File: src/rtl/pipeline_hazard_ctrl_pkg.sv
`default_nettype none
// ============================================================================
// Module  : pipeline_ctrl_pkg
// Brief   : Shared types and constants for the pipeline hazard controller.
// Revision: 1.0
// ============================================================================
package pipeline_ctrl_pkg;

    // Shadow slots store register indices at this fixed width; NREG_W must not exceed it.
    localparam int MAX_NREG_W = 8;

    localparam logic [MAX_NREG_W-1:0] REG_ZERO = '0;

    typedef enum logic [1:0] {
        ST_RUN   = 2'd0,
        ST_STALL = 2'd1,
        ST_FLUSH = 2'd2,
        ST_HALT  = 2'd3
    } state_t;

    typedef enum logic [2:0] {
        ACT_RUN    = 3'd0,
        ACT_STALL  = 3'd1,
        ACT_FREEZE = 3'd2,
        ACT_FLUSH  = 3'd3,
        ACT_HALTED = 3'd4
    } action_t;

    typedef struct packed {
        logic                  valid;
        logic [MAX_NREG_W-1:0] rd;
        logic                  we;
        logic                  is_load;
    } shadow_t;

    localparam shadow_t SHADOW_EMPTY = '{valid: 1'b0, rd: REG_ZERO, we: 1'b0, is_load: 1'b0};

endpackage
`default_nettype wire

File: src/rtl/pipeline_hazard_ctrl_if.sv
`default_nettype none
// ============================================================================
// Module  : pipeline_hazard_ctrl_if
// Brief   : Decode/execute status in, segment-register controls and counters out.
// Revision: 1.0
// ============================================================================
interface pipeline_hazard_ctrl_if #(
    parameter int NREG_W = 4,
    parameter int CNT_W  = 16
);
    logic              id_valid;
    logic [NREG_W-1:0] id_rs1;
    logic [NREG_W-1:0] id_rs2;
    logic              id_rs1_used;
    logic              id_rs2_used;
    logic [NREG_W-1:0] id_rd;
    logic              id_we;
    logic              id_is_load;
    logic              id_halt;
    logic              ex_branch_taken;
    logic              ex_busy;

    logic              pc_en;
    logic              pc_sel_branch;
    logic              if_id_en;
    logic              if_id_flush;
    logic              id_ex_en;
    logic              id_ex_bubble;
    logic              ex_mem_en;
    logic              halted;
    logic [CNT_W-1:0]  stall_cycles;
    logic [CNT_W-1:0]  flush_count;

    modport master (
        output id_valid, id_rs1, id_rs2, id_rs1_used, id_rs2_used, id_rd,
               id_we, id_is_load, id_halt, ex_branch_taken, ex_busy,
        input  pc_en, pc_sel_branch, if_id_en, if_id_flush, id_ex_en,
               id_ex_bubble, ex_mem_en, halted, stall_cycles, flush_count
    );

    modport slave (
        input  id_valid, id_rs1, id_rs2, id_rs1_used, id_rs2_used, id_rd,
               id_we, id_is_load, id_halt, ex_branch_taken, ex_busy,
        output pc_en, pc_sel_branch, if_id_en, if_id_flush, id_ex_en,
               id_ex_bubble, ex_mem_en, halted, stall_cycles, flush_count
    );
endinterface
`default_nettype wire

File: src/rtl/pipeline_hazard_ctrl_hazard_compare.sv
`default_nettype none
// ============================================================================
// Module  : hazard_compare
// Brief   : Matches the two decoded source operands against one shadow slot.
// Revision: 1.0
// ============================================================================
module hazard_compare
    import pipeline_ctrl_pkg::*;
#(
    parameter int NREG_W = 4
) (
    input  logic [NREG_W-1:0] i_rs1,
    input  logic [NREG_W-1:0] i_rs2,
    input  logic              i_rs1_used,
    input  logic              i_rs2_used,
    input  shadow_t           i_slot,
    input  logic              i_need_load,
    output logic              o_hit
);
    logic [MAX_NREG_W-1:0] w_rs1_ext;
    logic [MAX_NREG_W-1:0] w_rs2_ext;
    logic                  w_writer;
    logic                  w_src_match;

    assign w_rs1_ext = MAX_NREG_W'(i_rs1);
    assign w_rs2_ext = MAX_NREG_W'(i_rs2);

    // r0 is hard-wired zero, so a write to it never creates a dependency.
    assign w_writer    = i_slot.valid && i_slot.we && (i_slot.rd != REG_ZERO)
                         && (!i_need_load || i_slot.is_load);
    assign w_src_match = (i_rs1_used && (w_rs1_ext == i_slot.rd))
                         || (i_rs2_used && (w_rs2_ext == i_slot.rd));
    assign o_hit       = w_writer && w_src_match;

endmodule
`default_nettype wire

File: src/rtl/pipeline_hazard_ctrl.sv
`default_nettype none
// ============================================================================
// Module  : pipeline_hazard_ctrl
// Brief   : 5-stage pipeline sequencing: hazard stalls, branch flush, EX freeze, halt.
// Revision: 1.0
// ============================================================================
module pipeline_hazard_ctrl
    import pipeline_ctrl_pkg::*;
#(
    parameter int FORWARD = 1,
    parameter int NREG_W  = 4,
    parameter int CNT_W   = 16
) (
    input  logic                  clk,
    input  logic                  rst,
    pipeline_hazard_ctrl_if.slave bus
);
    localparam logic c_need_load = (FORWARD != 0);

    state_t           r_state;
    state_t           w_state_nxt;
    action_t          w_act;
    shadow_t          r_ex;
    shadow_t          r_mem;
    logic [CNT_W-1:0] r_stall_cnt;
    logic [CNT_W-1:0] r_flush_cnt;

    logic w_hit_ex;
    logic w_hit_mem;
    logic w_hit_mem_used;
    logic w_hazard;

    logic w_pc_en;
    logic w_pc_sel;
    logic w_if_id_en;
    logic w_if_id_flush;
    logic w_id_ex_en;
    logic w_id_ex_bubble;
    logic w_ex_mem_en;
    logic w_halted;
    logic w_count_stall;
    logic w_count_flush;

    function automatic logic [CNT_W-1:0] sat_inc(input logic [CNT_W-1:0] v);
        return (&v) ? v : v + 1'b1;
    endfunction

    hazard_compare #(.NREG_W(NREG_W)) u_cmp_ex (
        .i_rs1       (bus.id_rs1),
        .i_rs2       (bus.id_rs2),
        .i_rs1_used  (bus.id_rs1_used),
        .i_rs2_used  (bus.id_rs2_used),
        .i_slot      (r_ex),
        .i_need_load (c_need_load),
        .o_hit       (w_hit_ex)
    );

    hazard_compare #(.NREG_W(NREG_W)) u_cmp_mem (
        .i_rs1       (bus.id_rs1),
        .i_rs2       (bus.id_rs2),
        .i_rs1_used  (bus.id_rs1_used),
        .i_rs2_used  (bus.id_rs2_used),
        .i_slot      (r_mem),
        .i_need_load (1'b0),
        .o_hit       (w_hit_mem)
    );

    // With forwarding a writer in MEM is always bypassed.
    generate
        if (FORWARD != 0) begin : g_fwd
            assign w_hit_mem_used = 1'b0;
        end else begin : g_nofwd
            assign w_hit_mem_used = w_hit_mem;
        end
    endgenerate

    assign w_hazard = bus.id_valid && (w_hit_ex || w_hit_mem_used);

    always_ff @(posedge clk or posedge rst) begin
        if (rst) begin
            r_state <= ST_RUN;
        end else begin
            r_state <= w_state_nxt;
        end
    end

    // FLUSH lasts one cycle and decides like RUN; only HALT changes the decision.
    always_comb begin
        w_act       = ACT_RUN;
        w_state_nxt = ST_RUN;
        if (r_state == ST_HALT) begin
            w_act       = ACT_HALTED;
            w_state_nxt = ST_HALT;
        end else if (bus.ex_branch_taken) begin
            w_act       = ACT_FLUSH;
            w_state_nxt = ST_FLUSH;
        end else if (bus.ex_busy) begin
            w_act       = ACT_FREEZE;
            w_state_nxt = r_state;
        end else if (w_hazard) begin
            w_act       = ACT_STALL;
            w_state_nxt = ST_STALL;
        end else if (bus.id_valid && bus.id_halt) begin
            w_act       = ACT_RUN;
            w_state_nxt = ST_HALT;
        end
    end

    // Reset forces the RUN control pattern regardless of the live inputs.
    always_comb begin
        w_pc_en        = 1'b1;
        w_pc_sel       = 1'b0;
        w_if_id_en     = 1'b1;
        w_if_id_flush  = 1'b0;
        w_id_ex_en     = 1'b1;
        w_id_ex_bubble = 1'b0;
        w_ex_mem_en    = 1'b1;
        w_halted       = 1'b0;
        w_count_stall  = 1'b0;
        w_count_flush  = 1'b0;
        if (!rst) begin
            unique case (w_act)
                ACT_STALL: begin
                    w_pc_en        = 1'b0;
                    w_if_id_en     = 1'b0;
                    w_id_ex_bubble = 1'b1;
                    w_count_stall  = 1'b1;
                end
                ACT_FREEZE: begin
                    w_pc_en       = 1'b0;
                    w_if_id_en    = 1'b0;
                    w_id_ex_en    = 1'b0;
                    w_ex_mem_en   = 1'b0;
                    w_count_stall = 1'b1;
                end
                ACT_FLUSH: begin
                    w_pc_sel       = 1'b1;
                    w_if_id_flush  = 1'b1;
                    w_id_ex_bubble = 1'b1;
                    w_count_flush  = 1'b1;
                end
                ACT_HALTED: begin
                    w_pc_en        = 1'b0;
                    w_if_id_en     = 1'b0;
                    w_id_ex_bubble = 1'b1;
                    w_halted       = 1'b1;
                end
                default: begin
                end
            endcase
        end
    end

    always_ff @(posedge clk or posedge rst) begin
        if (rst) begin
            r_ex  <= SHADOW_EMPTY;
            r_mem <= SHADOW_EMPTY;
        end else begin
            if (w_id_ex_en) begin
                if (w_id_ex_bubble) begin
                    r_ex.valid <= 1'b0;
                end else begin
                    r_ex <= '{valid:   bus.id_valid,
                              rd:      MAX_NREG_W'(bus.id_rd),
                              we:      bus.id_we,
                              is_load: bus.id_is_load};
                end
            end
            // While EX is frozen the MEM occupant retires, leaving MEM empty.
            if (w_ex_mem_en) begin
                r_mem <= r_ex;
            end else if (w_act == ACT_FREEZE) begin
                r_mem.valid <= 1'b0;
            end
        end
    end

    always_ff @(posedge clk or posedge rst) begin
        if (rst) begin
            r_stall_cnt <= '0;
            r_flush_cnt <= '0;
        end else begin
            if (w_count_stall) begin
                r_stall_cnt <= sat_inc(r_stall_cnt);
            end
            if (w_count_flush) begin
                r_flush_cnt <= sat_inc(r_flush_cnt);
            end
        end
    end

    assign bus.pc_en         = w_pc_en;
    assign bus.pc_sel_branch = w_pc_sel;
    assign bus.if_id_en      = w_if_id_en;
    assign bus.if_id_flush   = w_if_id_flush;
    assign bus.id_ex_en      = w_id_ex_en;
    assign bus.id_ex_bubble  = w_id_ex_bubble;
    assign bus.ex_mem_en     = w_ex_mem_en;
    assign bus.halted        = w_halted;
    assign bus.stall_cycles  = r_stall_cnt;
    assign bus.flush_count   = r_flush_cnt;

endmodule
`default_nettype wire

File: src/flat_wrapper.sv
// flat-port wrapper written by rule: the top's interface ports become plain ports
module pipeline_hazard_ctrl_flat import pipeline_ctrl_pkg::*;
#(
    parameter int FORWARD = 1,
    parameter int NREG_W  = 4,
    parameter int CNT_W   = 16
)
  (clk, rst, bus_id_valid, bus_id_rs1, bus_id_rs2, bus_id_rs1_used, bus_id_rs2_used, bus_id_rd, bus_id_we, bus_id_is_load, bus_id_halt, bus_ex_branch_taken, bus_ex_busy, bus_pc_en, bus_pc_sel_branch, bus_if_id_en, bus_if_id_flush, bus_id_ex_en, bus_id_ex_bubble, bus_ex_mem_en, bus_halted, bus_stall_cycles, bus_flush_count);
  pipeline_hazard_ctrl_if #(.NREG_W(NREG_W), .CNT_W(CNT_W)) bus_i ();
  input  logic clk;
  input  logic rst;
  input wire logic [$bits(bus_i.id_valid)-1:0] bus_id_valid;
  input wire logic [$bits(bus_i.id_rs1)-1:0] bus_id_rs1;
  input wire logic [$bits(bus_i.id_rs2)-1:0] bus_id_rs2;
  input wire logic [$bits(bus_i.id_rs1_used)-1:0] bus_id_rs1_used;
  input wire logic [$bits(bus_i.id_rs2_used)-1:0] bus_id_rs2_used;
  input wire logic [$bits(bus_i.id_rd)-1:0] bus_id_rd;
  input wire logic [$bits(bus_i.id_we)-1:0] bus_id_we;
  input wire logic [$bits(bus_i.id_is_load)-1:0] bus_id_is_load;
  input wire logic [$bits(bus_i.id_halt)-1:0] bus_id_halt;
  input wire logic [$bits(bus_i.ex_branch_taken)-1:0] bus_ex_branch_taken;
  input wire logic [$bits(bus_i.ex_busy)-1:0] bus_ex_busy;
  output wire logic [$bits(bus_i.pc_en)-1:0] bus_pc_en;
  output wire logic [$bits(bus_i.pc_sel_branch)-1:0] bus_pc_sel_branch;
  output wire logic [$bits(bus_i.if_id_en)-1:0] bus_if_id_en;
  output wire logic [$bits(bus_i.if_id_flush)-1:0] bus_if_id_flush;
  output wire logic [$bits(bus_i.id_ex_en)-1:0] bus_id_ex_en;
  output wire logic [$bits(bus_i.id_ex_bubble)-1:0] bus_id_ex_bubble;
  output wire logic [$bits(bus_i.ex_mem_en)-1:0] bus_ex_mem_en;
  output wire logic [$bits(bus_i.halted)-1:0] bus_halted;
  output wire logic [$bits(bus_i.stall_cycles)-1:0] bus_stall_cycles;
  output wire logic [$bits(bus_i.flush_count)-1:0] bus_flush_count;
  assign bus_i.id_valid = bus_id_valid;
  assign bus_i.id_rs1 = bus_id_rs1;
  assign bus_i.id_rs2 = bus_id_rs2;
  assign bus_i.id_rs1_used = bus_id_rs1_used;
  assign bus_i.id_rs2_used = bus_id_rs2_used;
  assign bus_i.id_rd = bus_id_rd;
  assign bus_i.id_we = bus_id_we;
  assign bus_i.id_is_load = bus_id_is_load;
  assign bus_i.id_halt = bus_id_halt;
  assign bus_i.ex_branch_taken = bus_ex_branch_taken;
  assign bus_i.ex_busy = bus_ex_busy;
  assign bus_pc_en = bus_i.pc_en;
  assign bus_pc_sel_branch = bus_i.pc_sel_branch;
  assign bus_if_id_en = bus_i.if_id_en;
  assign bus_if_id_flush = bus_i.if_id_flush;
  assign bus_id_ex_en = bus_i.id_ex_en;
  assign bus_id_ex_bubble = bus_i.id_ex_bubble;
  assign bus_ex_mem_en = bus_i.ex_mem_en;
  assign bus_halted = bus_i.halted;
  assign bus_stall_cycles = bus_i.stall_cycles;
  assign bus_flush_count = bus_i.flush_count;
  pipeline_hazard_ctrl #(.FORWARD(FORWARD), .NREG_W(NREG_W), .CNT_W(CNT_W)) u_core (.clk(clk), .rst(rst), .bus(bus_i));
endmodule
File: config.mk
export PLATFORM = sky130hd
export DESIGN_NAME = pipeline_hazard_ctrl_flat
export DESIGN_NICKNAME = d
export VERILOG_FILES = /design/src/rtl/pipeline_hazard_ctrl_pkg.sv /design/src/rtl/pipeline_hazard_ctrl_if.sv /design/src/rtl/pipeline_hazard_ctrl_hazard_compare.sv /design/src/rtl/pipeline_hazard_ctrl.sv /design/src/flat_wrapper.sv
export SDC_FILE = /design/constraint.sdc
export NUM_CORES = 1
export LEC_CHECK = 0
export CORE_MARGIN = 3
export CORE_UTILIZATION = 43
export DETAILED_ROUTE_END_ITERATION = 12
export GPL_ROUTABILITY_DRIVEN = 1
export PLACE_DENSITY = 0.77
export SYNTH_ARGS = -nofsm -noshare
export SYNTH_HDL_FRONTEND = slang
export SYNTH_SLANG_ARGS = --single-unit
File: constraint.sdc
create_clock -name clk -period 2.2 [get_ports clk]
set_input_delay 0.44 -clock clk [delete_from_list [all_inputs] [get_ports clk]]
set_output_delay 0.44 -clock clk [all_outputs]
set_load 0.01 [all_outputs]
Word-level counts from Yosys, hierarchy flattened
Index checks and enable logic that the tools add are counted.
{"block": "word_totals", "out_inout_bits": 40, "inputBits": 22, "register_bits": 41}
{"block": "op_classes", "bitwise_logic": 3, "n_reduce_logical": 18, "n_addsub": 2, "mux": 22, "eq_ne": 8}
{"operator": "adder 16 x 1 -> 16 bit, second input constant", "n": 2}
{"operator": "AND reduction 16 bit", "n": 2}
{"operator": "2-to-1 mux 1 bit", "n": 14}
{"operator": "2-to-1 mux 2 bit", "n": 5}
{"operator": "2-to-1 mux 3 bit", "n": 3}
{"operator": "== test 4 bit", "n": 2}
{"operator": "logical AND 1 bit", "n": 8}
{"operator": "nonzero test 8 bit", "n": 1}
{"operator": "== test 3 x 2 -> 1 bit, second input constant", "n": 2}
{"operator": "AND reduction 2 bit", "n": 3}
{"operator": "OR reduction 3 bit", "n": 2}
{"operator": "== test 3 x 1 -> 1 bit, second input constant", "n": 1}
{"operator": "== test 3 bit, second input constant", "n": 1}
{"operator": "inequality test 3 x 2 -> 1 bit, second input constant", "n": 1}
{"operator": "NOT 1 bit", "n": 3}
{"operator": "== test 2 bit, second input constant", "n": 1}
{"operator": "OR reduction 2 bit", "n": 1}
{"operator": "logical OR 1 bit", "n": 1}

Logic depth before layout (Yosys ltp)
Gate-level depths: netlist of the first run.
{"block": "logic_depth", "word_depth": 15, "depth_mapped": 9, "depth_no_buf": 7}

Modules after synthesis
A second synthesis of the first run with hierarchy kept.
{"block": "unflattened", "cells_unflattened": 211, "hier_area_um2": 2287.2}
{"module": "pipeline_hazard_ctrl", "instances": 1, "seq_area_each_um2": 1026.0, "area_per_inst_um2": 2154.6, "cells_each": 194}
{"module": "hazard_compare", "instances": 1, "seq_area_each_um2": 0.0, "area_per_inst_um2": 132.6, "cells_each": 17}

Worst setup path before layout of the first run
OpenSTA, ideal clock, no wires.
{"block": "synth_path", "path_type": "input to register", "from": "in rst", "to": "reg u_core.r_flush_cnt[15] (netlist: u_core.bus.flush_count[15])", "setup_time_ns": 0.125, "path_stages": 7, "t_arrival_ns": 2.533, "path_buffers": 1, "t_required_ns": 2.075, "slack_ns": -0.458, "cell_sequence": "inv_1 and3_1 clkbuf_1 nand3_1 a31oi_2 nand4_1 xnor2_1"}
{"block": "synth_between", "elab_chain_cells": 2}
{"element": "start: declaration", "line_no": "flat_wrapper.sv:11", "source": "input logic rst;"}
{"element": "2-to-1 mux 1 bit"}
{"element": "net bus_if_id_flush", "line_no": "flat_wrapper.sv:26", "source": "output wire logic [$bits(bus_i.if_id_flush)-1:0] bus_if_id_flush;"}
{"element": "AND reduction 2 bit (no source line)"}
{"element": "end signal: assignment", "line_no": "pipeline_hazard_ctrl.sv:187", "source": "r_flush_cnt <= sat_inc(r_flush_cnt);"}
{"element": "end: declaration", "line_no": "pipeline_hazard_ctrl.sv:26", "source": "logic [CNT_W-1:0] r_flush_cnt;"}
The timed path passes the listed nets, and every way through them passes these cells.
A chain may end at the register's enable or synchronous reset.

Worst setup path after layout of the first run
{"block": "layout_path", "from": "reg u_core.r_ex[2] (netlist bit)", "to": "out bus_if_id_en"}
{"block": "layout_between", "elab_chain_cells": 13, "word_cells_on_any_way": 20, "classes_between": "5 x eq/ne; 6 x mux; 9 x reduce/logical"}
{"element": "start: declaration", "line_no": "pipeline_hazard_ctrl.sv:23", "source": "shadow_t r_ex;"}
{"element": "start signal: assignment", "line_no": "pipeline_hazard_ctrl.sv:163", "source": "r_ex <= '{valid: bus.id_valid,"}
{"element": "nonzero test 8 bit, or another cell as far along", "line_no": "pipeline_hazard_ctrl_hazard_compare.sv:29", "source": "assign w_writer = i_slot.valid && i_slot.we && (i_slot.rd != REG_ZERO)"}
{"element": "logical AND 1 bit (on tied branches)", "line_no": "pipeline_hazard_ctrl_hazard_compare.sv:29, pipeline_hazard_ctrl_hazard_compare.sv:31, pipeline_hazard_ctrl_hazard_compare.sv:32"}
{"element": "logical AND 1 bit or logical OR 1 bit (tied branches)", "line_no": "pipeline_hazard_ctrl_hazard_compare.sv:30, pipeline_hazard_ctrl_hazard_compare.sv:32"}
{"element": "logical AND 1 bit *", "line_no": "pipeline_hazard_ctrl_hazard_compare.sv:33", "source": "assign o_hit = w_writer && w_src_match;"}
{"element": "logical AND 1 bit *", "line_no": "pipeline_hazard_ctrl.sv:77", "source": "assign w_hazard = bus.id_valid && (w_hit_ex || w_hit_mem_used);"}
{"element": "2-to-1 mux 1 bit *", "line_no": "pipeline_hazard_ctrl.sv:100", "source": "end else if (w_hazard) begin"}
{"element": "2-to-1 mux 3 bit *", "line_no": "pipeline_hazard_ctrl.sv:97", "source": "end else if (bus.ex_busy) begin"}
{"element": "2-to-1 mux 3 bit *", "line_no": "pipeline_hazard_ctrl.sv:94", "source": "end else if (bus.ex_branch_taken) begin"}
{"element": "2-to-1 mux 3 bit *", "line_no": "pipeline_hazard_ctrl.sv:91", "source": "if (r_state == ST_HALT) begin"}
{"element": "== test 3 bit, or another cell as far along", "line_no": "pipeline_hazard_ctrl.sv:122", "source": "unique case (w_act)"}
{"element": "OR reduction 3 bit (no source line) *"}
{"element": "2-to-1 mux 1 bit *", "line_no": "pipeline_hazard_ctrl.sv:122"}
{"element": "2-to-1 mux 1 bit *", "line_no": "pipeline_hazard_ctrl.sv:121", "source": "if (!rst) begin"}
{"element": "end: declaration", "line_no": "flat_wrapper.sv:25", "source": "output wire logic [$bits(bus_i.if_id_en)-1:0] bus_if_id_en;"}
Every way passes the cells marked *; elsewhere a longest branch is shown, timed or not.

==> flow_summary.ini, run 1 <==
[routing]
wl_per_cell_um = 13.59
drtAntennaViolNets = 0
finalWirelength_um = 4785
firstDrtPassIters = 4
routed_via_density = 4.986
drc = 0
via_count = 1755
drt_iter0_drc = 81

[hold_path]
hold_path.class = reg2reg
whs_path_depth = 1

[setup_path]
cp.buffers_inverters = 2
crit_path_end_kind = output port
worstPathArrival_ns = 1.80
worstPathCellList = nor4_4, nor2_2, and4_4, buf_6, nor3_4, o21ai_1, nand2_1, buf_2
reg2reg_depth = 8
startpoint_type = flip-flop
critical-path-slowest-cell = dfrtp_2
crit_cells = 8
required_ns = 1.76
critPathKind = reg2out
path_max_fanout = 4
max_stage_delay_ns = 0.46
critPathTopFamily = simple AND/OR/NAND/NOR gates

[placed_design]
place.gp.congestion = 0.8098
port_buffers = 61
pre_cts_slack_ns = -0.5637
hpwl_um = 3514

[clock_network]
holdBufCountCts = 0
numCtsBuffers = 5
htree_levels = 2
path_clk_slew_ns = 0.07
clockBufferDepth = 2
cts_tree = built
clock_latency_ns = 0.27
cts.sinks = 41
clock-root-buffer = clkbuf_8

[synthesis]
avgSynthCellArea_um2 = 10.57
yosys-top-cells-area = dfrtp_1 (49%), xor2_1 (9.1%), xnor2_1 (5.4%), mux2_2 (3.7%), nand3_1 (3.6%)
syn_area_um2 = 2115
synth_top_area_cell = dfrtp_1
synth_cell_types = 37
synth_cells = 200
synthArstFlopShare_pct = 100.0
synth_edf_count = 0
ys_warn_count = 0
ys.flop_type = dfrtp_1
synth_top_area_share_pct = 48.52
synth-seq-cells = 41
synth_nets = 224
synth-seq-area-share_pct = 48.52

[grt]
antenna_found_initial = 0
grt_pass1_wl_um = 8245
grt_usage_pct = 17.14
grt.overflow.total = 0
grt_max_degree = 39
grt_pass1_vias = 1702

[run]
maxCapViolations = 0

[sta]
fmax_mhz = 446.4
fin_crit_ns = 2.240
tightest_slew_ns = 0.4763
finalMaxSlewViolations = 0
skew_ns = 0.003436
period_share_pct = 101.8
hold_viol = 0
setup_tns_ns = -0.08453
holdWs_ns = 0.4872
rsz0062_at_grt = true
relSlewSlack_pct = 68.25
setup_ws_ns = -0.04018
setup_violations = 3

[cells_and_area]
layout-drive-gt1-share_pct = 21.25
num-nets-final = 311
post-route-util_pct = 67.36
insertedDiodeCount = 0
syn_to_final_growth_pct = 44.44

[die]
start_util_pct = 46.63
fp.dieW_um = 76.13
die_area_um2 = 5795
io_pins = 62
die_h_um = 76.13
rows = 24
core_um2 = 4534

[power]
p_leak_nw = 1.385
power_density_nw_per_um2 = 678.2
ir_drop_uv = 479.1

[status]
outcome = finished, violations left
violations = setup timing
## per-stage QoR
step | instances | total power [mW] | cell area (um2)
after floorplan | 200 | 1.267 | 2123
after global placement | 340 | 1.594 | 2919
after detailed placement | 340 | 1.606 | 2919
after CTS | 351 | 2.086 | 3025
after global routing | 352 | 2.221 | 3054
final | 352 | 2.071 | 3054
## final timing paths
kind,startpoint,end,slack (ns)
max,u_core.r_ex[2],bus_if_id_en,-0.04
min,u_core.bus.flush_count[12],u_core.bus.flush_count[12],0.49
max reg2reg,u_core.r_ex[5],u_core.r_ex[2],0.06
min reg2reg,u_core.bus.flush_count[12],u_core.bus.flush_count[12],0.49
max in group asynchronous,rst,u_core.r_ex[4],1.13
min in group asynchronous,rst,u_core.bus.stall_cycles[2],0.62
## routing by layer
layer,GRT usage (%),wire length [um],vias to the layer above
met5,0,0,-
met4,3.261,17,0
met3,4.610,246,2
met2,27.93,2226,52
met1,23.20,2295,816
li1,-,-,885
## layout by cell type (no fill, tap or decap), drive strengths merged
cell and instances:
clkdlybuf4s50 46, dfrtp 41, buf 31, xor2 22, nand2 18, nand3 15
xnor2 13, dlygate4sd2 12, nor2 11, and3 10, mux2 8, nor3 8
a21oi 7, clkbuf 7, nand4 6, nor4 6, and4 5, o21ai 4
and2 3, o31ai 2, ha 2, nand2b 1, a311oi 1, nor4b 1
a211oi 1, nor2b 1, clkinvlp 1, a31oi 1, o21a 1, inv 1
or4 1
## cell type report
class / instances / area, um2
Fill cell: 370 / 1480
Tap cell: 65 / 81.33
Multi-Input combinational cell: 148 / 1047
Sequential cell: 41 / 1030
Timing Repair Buffer: 89 / 798.3
Clock buffer: 7 / 86.33
Inverter: 2 / 11.26
## power by group
part / leakage (nW) / switching, mW / internal [mW] / total (mW)
Combinational: 0.808 / 0.251 / 0.342 / 0.593
Clock: 0.0443 / 0.228 / 0.249 / 0.477
Sequential: 0.532 / 0.141 / 0.861 / 1.00
Total: 1.39 / 0.620 / 1.45 / 2.07
## cells in the mapped netlist, types with 2 or more instances
| cell | number |
|---|---|
| and4_4 | 2 |
| o21ai_0 | 4 |
| nor2_1 | 11 |
| and2_1 | 2 |
| nand4_1 | 6 |
| buf_4 | 5 |
| and4_1 | 2 |
| nor3_1 | 6 |
| dfrtp_1 | 41 |
| clkbuf_2 | 2 |
| xnor2_1 | 13 |
| and3_1 | 10 |
| nand3_1 | 15 |
| nor4_1 | 6 |
| mux2_2 | 7 |
| nand2_1 | 18 |
| inv_1 | 2 |
| ha_1 | 2 |
| xor2_1 | 22 |
| a21oi_1 | 6 |
| o31ai_1 | 2 |
## cells by family (layout without fill, tap and decap cells)
| kind of cell | count (synthesis) | in the layout | synth area share [%] |
|---|---|---|---|
| multiplexers | 8 | 8 | 4.261 |
| AO/OA/AOI/OAI | 17 | 17 | 5.562 |
| adder cells (fa/ha/maj) | 2 | 2 | 1.183 |
| XOR/XNOR | 35 | 35 | 14.50 |
| AND/OR/NAND/NOR | 86 | 86 | 22.55 |
| buffers and inverters | 11 | 98 | 3.432 |
| flip-flops | 41 | 41 | 48.52 |
## registers in the layout, summed over array words and instances, names as in the netlist
name                     cells
u_core.bus.flush_count      16
u_core.bus.stall_cycles     16
u_core.r_ex                  7
u_core.r_state               2
## timing repair
action | CTS | global route
buffers inserted | 4 | 1
endpoints found under the setup margin | 14 | 11
gates resized for setup | 29 | 6
pin swaps | 11 | 4
gates cloned | 0 | 0
Note: power is estimated with default switching activity, not from simulation.
==> inputs of run 2 (changes only) <==
--- a/config.mk
+++ b/config.mk
@@ -6,10 +6,11 @@
 export NUM_CORES = 1
 export LEC_CHECK = 0
 export CORE_MARGIN = 3
-export CORE_UTILIZATION = 43
+export CORE_UTILIZATION = 44
 export DETAILED_ROUTE_END_ITERATION = 12
 export GPL_ROUTABILITY_DRIVEN = 1
 export PLACE_DENSITY = 0.77
 export SYNTH_ARGS = -nofsm -noshare
 export SYNTH_HDL_FRONTEND = slang
+export SYNTH_HIERARCHICAL = 1
 export SYNTH_SLANG_ARGS = --single-unit
==> flow_summary.ini, run 2 <==
[clock_network]
clock_latency_ns = 0.30
htree_levels = 2
clock-root-buffer = clkbuf_8
holdBufCountCts = 0
clockBufferDepth = 2
numCtsBuffers = 5
cts.sinks = 41
cts_tree = built
path_clk_slew_ns = 0.08

[die]
io_pins = 62
die_h_um = 78.10
core_um2 = 4880
start_util_pct = 46.87
fp.dieW_um = 78.10
die_area_um2 = 6100
rows = 25

[setup_path]
r2r_setup_slack_ns = -0.23
max_stage_delay_ns = 0.42
worstPathArrival_ns = 2.04
path_max_fanout = 3
crit_path_end_kind = output port
critPathTopFamily = simple AND/OR/NAND/NOR gates
critPathKind = reg2out
critical-path-slowest-cell = dfrtp_1
cp.buffers_inverters = 1
worstPathCellList = xor2_1, nor3_1, nand3_1, a211oi_4, a21oi_2, nor3_4, nor2_2, buf_2
required_ns = 1.76
startpoint_type = flip-flop

[routing]
via_count = 1991
drt_iter0_drc = 71
routed_via_density = 5.267
firstDrtPassIters = 4
finalWirelength_um = 5953
drtAntennaViolNets = 0
drc = 0
wl_per_cell_um = 15.75

[placed_design]
placed_area_um2 = 3157
place.gp.congestion = 0.8282
port_buffers = 61
hpwl_um = 4087
pre_cts_slack_ns = -0.7962

[synthesis]
synth-compound-area-share_pct = 7.604
synth-seq-area-share_pct = 44.86
avgSynthCellArea_um2 = 10.84
synth-simple-area-share_pct = 24.34
synth_top_area_share_pct = 44.86
yosysMostFrequentCell = dfrtp_1
synth_edf_count = 0
ys.flop_type = dfrtp_1
synthAdderAreaFrac_pct = 1.094
synth_cells = 211
synth_cell_types = 52
synth-seq-cells = 41
syn_area_um2 = 2287
ys_warn_count = 6
synthXorXnorAreaFrac_pct = 13.40
synthMuxAreaShare_pct = 4.923
synthArstFlopShare_pct = 100.0
yosys-top-cells-area = dfrtp_1 (45%), xor2_1 (8.0%), xnor2_1 (5.4%), mux2_2 (3.0%), nor3_1 (2.4%)
synthTopCellsByCount = dfrtp_1 (41), xor2_1 (21), xnor2_1 (14)
synth_top_area_cell = dfrtp_1
synth_top_family_by_area = simple AND/OR/NAND/NOR gates

[cells_and_area]
insertedDiodeCount = 0
fin_area_um2 = 3500
syn_to_final_growth_pct = 53.01
mostFrequentLayoutCells = clkdlybuf4s50_1 (47), dfrtp_1 (41), buf_4 (27), xor2_1 (21), xnor2_1 (14)
nFillCells = 369
layout-drive-gt1-share_pct = 27.65
num-nets-final = 334
final_common_cell = clkdlybuf4s50_1

[grt]
grt_max_degree = 42
grt_pass1_vias = 1995
antenna_found_initial = 0
grt.overflow.total = 0
grt_usage_pct = 19.88
grt_pass1_wl_um = 9542

[power]
power_density_nw_per_um2 = 698.7
ir_drop_uv = 511.3
p_leak_nw = 1.526

[sta]
finalMaxSlewViolations = 0
fmax_mhz = 403.2
hold_viol = 0
setup_violations = 18
tightest_slew_ns = 1.175
relSlewSlack_pct = 21.27
setup_ws_ns = -0.2804
skew_ns = 0.009041
rsz0062_at_grt = true
period_share_pct = 112.7
fin_crit_ns = 2.480

[status]
outcome = finished, violations left
violations = setup timing

[hold_path]
hold_path.class = reg2reg

[run]
maxCapViolations = 0
==> run 2: cell families (layout without fill, tap and decap cells) <==
family                   count (synthesis)  count (layout)
AO/OA/AOI/OAI                           23              23
XOR/XNOR                                35              35
adder cells (fa/ha/maj)                  2               2
buffers and inverters                   14             110
flip-flops                              41              41
multiplexers                            10              10
other                                    2               5
AND/OR/NAND/NOR                         84              85
==> run 2: where the power goes <==
part	total [mW]	internal [mW]	switching (mW)	leakage, nW
logic	0.690	0.393	0.297	0.934
clock network	0.724	0.451	0.273	0.0681
registers	1.03	0.868	0.163	0.524
total	2.45	1.71	0.733	1.53
==> run 2: routing by layer <==
metal	vias up	track usage (%)	share of wire (%)
met2	57	34.50	52
met5	-	0	0
met4	0	9.266	2.0
met3	14	5.161	4.1
met1	960	22.83	42
li1	960	-	-
==> run 2: cell type report <==
class                      count  area (um2)  share of cell area (%)
clock buffer                   5       68.82                   1.966
clock inverter                 3       65.06                   1.859
inverter                       8       33.78                  0.9653
multi-input combinational    160        1370                   39.15
sequential                    41        1026                   29.32
tap                           67       83.83                   2.395
timing repair buffer          94       852.1                   24.35
==> run 2: path summary, 6_finish.rpt <==
check                      depth (start not counted)            from                          end
setup reg to reg                                  11  u_core/r_ex[3]  u_core/bus.stall_cycles[14]
min in group asynchronous                          4             rst            u_core/r_state[1]
hold reg to reg                                    1  u_core/r_ex[0]               u_core/r_ex[0]
hold / removal                                     1  u_core/r_ex[0]               u_core/r_ex[0]
max in group asynchronous                          4             rst               u_core/r_ex[4]
setup / recovery                                   8  u_core/r_ex[3]                    bus_pc_en
==> run 2: per-stage QoR <==
step / utilization [%] / std cells / hold WS (ns) / total power [mW] / TNS, ns
after floorplan: - / 214 / 0.4701 / 1.335 / -0.2056
after global placement: 64.69 / 362 / 0.4808 / 1.693 / -12.78
after detailed placement: 64.69 / 362 / 0.4848 / 1.716 / -14.34
after CTS: 69.90 / 374 / 0.4993 / 2.442 / -1.035
after global routing: 71.72 / 378 / 0.5266 / 2.568 / -6.208
final: 71.72 / 378 / 0.5061 / 2.445 / -2.831
==> run 2: what timing repair did <==
item,4_1_cts,5_1_grt
pin swaps,17,15
gates cloned,1,0
buffers inserted,6,5
resized for setup,42,13
setup endpoints to repair,30,19
==> inputs of run 3 (changes only) <==
--- a/config.mk
+++ b/config.mk
@@ -5,11 +5,13 @@
 export SDC_FILE = /design/constraint.sdc
 export NUM_CORES = 1
 export LEC_CHECK = 0
-export CORE_MARGIN = 3
+export CORE_ASPECT_RATIO = 1.1
+export CORE_MARGIN = 5
 export CORE_UTILIZATION = 44
 export DETAILED_ROUTE_END_ITERATION = 12
 export GPL_ROUTABILITY_DRIVEN = 1
 export PLACE_DENSITY = 0.77
+export RECOVER_POWER = 25
 export SYNTH_ARGS = -nofsm -noshare
 export SYNTH_HDL_FRONTEND = slang
 export SYNTH_HIERARCHICAL = 1
==> flow_summary.ini, run 3 (synthesis results as in run 2) <==
[status]
outcome = finished, violations left
violations = setup timing

[setup_path]
r2r_end = u_core/bus.stall_cycles[13]
critPathKind = reg2out
reg2reg_depth = 11
required_ns = 1.76
path_max_fanout = 3
crit_path_end_kind = output port
worstPathArrival_ns = 2.02
r2r_start = u_core/r_ex[3]
r2r_setup_slack_ns = -0.19
startpoint_type = flip-flop

[clock_network]
clock-root-buffer = clkbuf_8
cts_tree = built
holdBufCountCts = 0
path_clk_slew_ns = 0.09
clock_latency_ns = 0.30
numCtsBuffers = 5
htree_levels = 2
clockBufferDepth = 2
cts.sinks = 41

[sta]
setup_violations = 18
fmax_mhz = 407.0
tightest_slew_ns = 1.013
hold_viol = 0
relSlewSlack_pct = 32.47
finalMaxSlewViolations = 0
rsz0062_at_grt = true
fin_crit_ns = 2.457
skew_ns = 0.01198
setup_ws_ns = -0.2573
period_share_pct = 111.7

[power]
total_power_mw = 2.257
p_leak_nw = 1.533
ir_drop_uv = 544.8
power_density_nw_per_um2 = 656.1

[die]
rows = 27
die_h_um = 85.62
fp.dieW_um = 78.75
die_area_um2 = 6742
core_um2 = 5034
start_util_pct = 45.44
io_pins = 62

[run]
maxCapViolations = 0

[hold_path]
min_delay_worst_endpoint = u_core/bus.stall_cycles[15]
whs_path_depth = 1
min_from = u_core/bus.stall_cycles[15]
hold_path.class = reg2reg

[cells_and_area]
syn_to_final_growth_pct = 50.38
post-route-util_pct = 68.33
layout-drive-gt1-share_pct = 28.16
insertedDiodeCount = 0
mostFrequentLayoutCells = clkdlybuf4s50_1 (45), dfrtp_1 (41), buf_4 (26), xor2_1 (21)
final_common_cell = clkdlybuf4s50_1
num-nets-final = 332

[grt]
antenna_found_initial = 0
grt_pass1_vias = 2038
grt.overflow.total = 0
grt_max_degree = 42
grt_pass1_wl_um = 9591
grt_usage_pct = 17.92

[routing]
via_count = 2027
routed_via_density = 5.523
drt_iter0_drc = 71
wl_per_cell_um = 16.12
drtAntennaViolNets = 0
finalWirelength_um = 5916
firstDrtPassIters = 4
drc = 0

[placed_design]
place.gp.congestion = 0.8191
port_buffers = 61
hpwl_um = 4164
## run 3: per-layer routing
metal	track usage, %	up-vias	wire, um	part of all wire (%)
li1	-	954	-	-
met1	21.74	996	2432	41
met2	30.42	63	3032	51
met3	4.727	14	302	5.1
met4	6.677	0	148	2.5
met5	0	-	0	0
## run 3: cell type report
| cell class | count | area (um2) |
|---|---|---|
| fillers | 395 | 1594 |
| multi-input cells | 160 | 1373 |
| flip-flops and latches | 41 | 1026 |
| repair buffers | 92 | 838.3 |
| clock buffers | 6 | 82.58 |
| well taps | 58 | 72.57 |
| inverters | 8 | 33.78 |
| clock inverters | 2 | 13.76 |
## run 3: timing repair
item / in CTS / in global routing
setup endpoints to repair: 30 / 22
cloned: 1 / 0
gates resized for setup: 43 / 10
hold endpoints to repair: 0 / 0
pin swaps: 15 / 11
setup buffers: 3 / 4
## run 3: metrics by stage
step	cells	setup TNS [ns]	instance area (um2)	hold WS, ns	setup WS, ns
after CTS	363	-0.6318	3363	0.5065	-0.2221
after detailed placement	351	-12.12	3143	0.4918	-0.7722
after global placement	351	-11.58	3143	0.4817	-0.7537
final	367	-2.011	3440	0.4971	-0.2573
after floorplan	214	-0.2056	2316	0.4701	-0.1038
after global routing	367	-4.796	3440	0.5173	-0.4069
## run 3: worst max-delay path by stage
stage	startpoint	end	slack, ns	cells after the start
2_1_floorplan	bus_id_rs2[2]	bus_pc_en	-0.10	8
3_3_place_gp	bus_id_rs2[2]	bus_pc_en	-0.75	9
3_5_place_dp	bus_id_rs2[2]	bus_pc_en	-0.77	9
4_1_cts	u_core/r_ex[5]	bus_pc_en	-0.22	8
5_1_grt	u_core/r_ex[3]	bus_if_id_en	-0.41	8
6_report	u_core/r_ex[3]	bus_pc_en	-0.26	8
## run 3: where the power goes
part           leakage [nW]  switching (mW)  internal (mW)
combinational         0.957           0.302          0.398
clock                0.0512           0.272          0.254
sequential            0.524           0.163          0.868
## run 3: critical path: stages (launching register included)
cell and delay [ns]:
dfrtp_1 0.42, xor2_1 0.17, nor3_2 0.23, nand3_2 0.13, a211oi_4 0.28, a21oi_2 0.12
nor3_4 0.16, nor2_2 0.07, buf_2 0.14
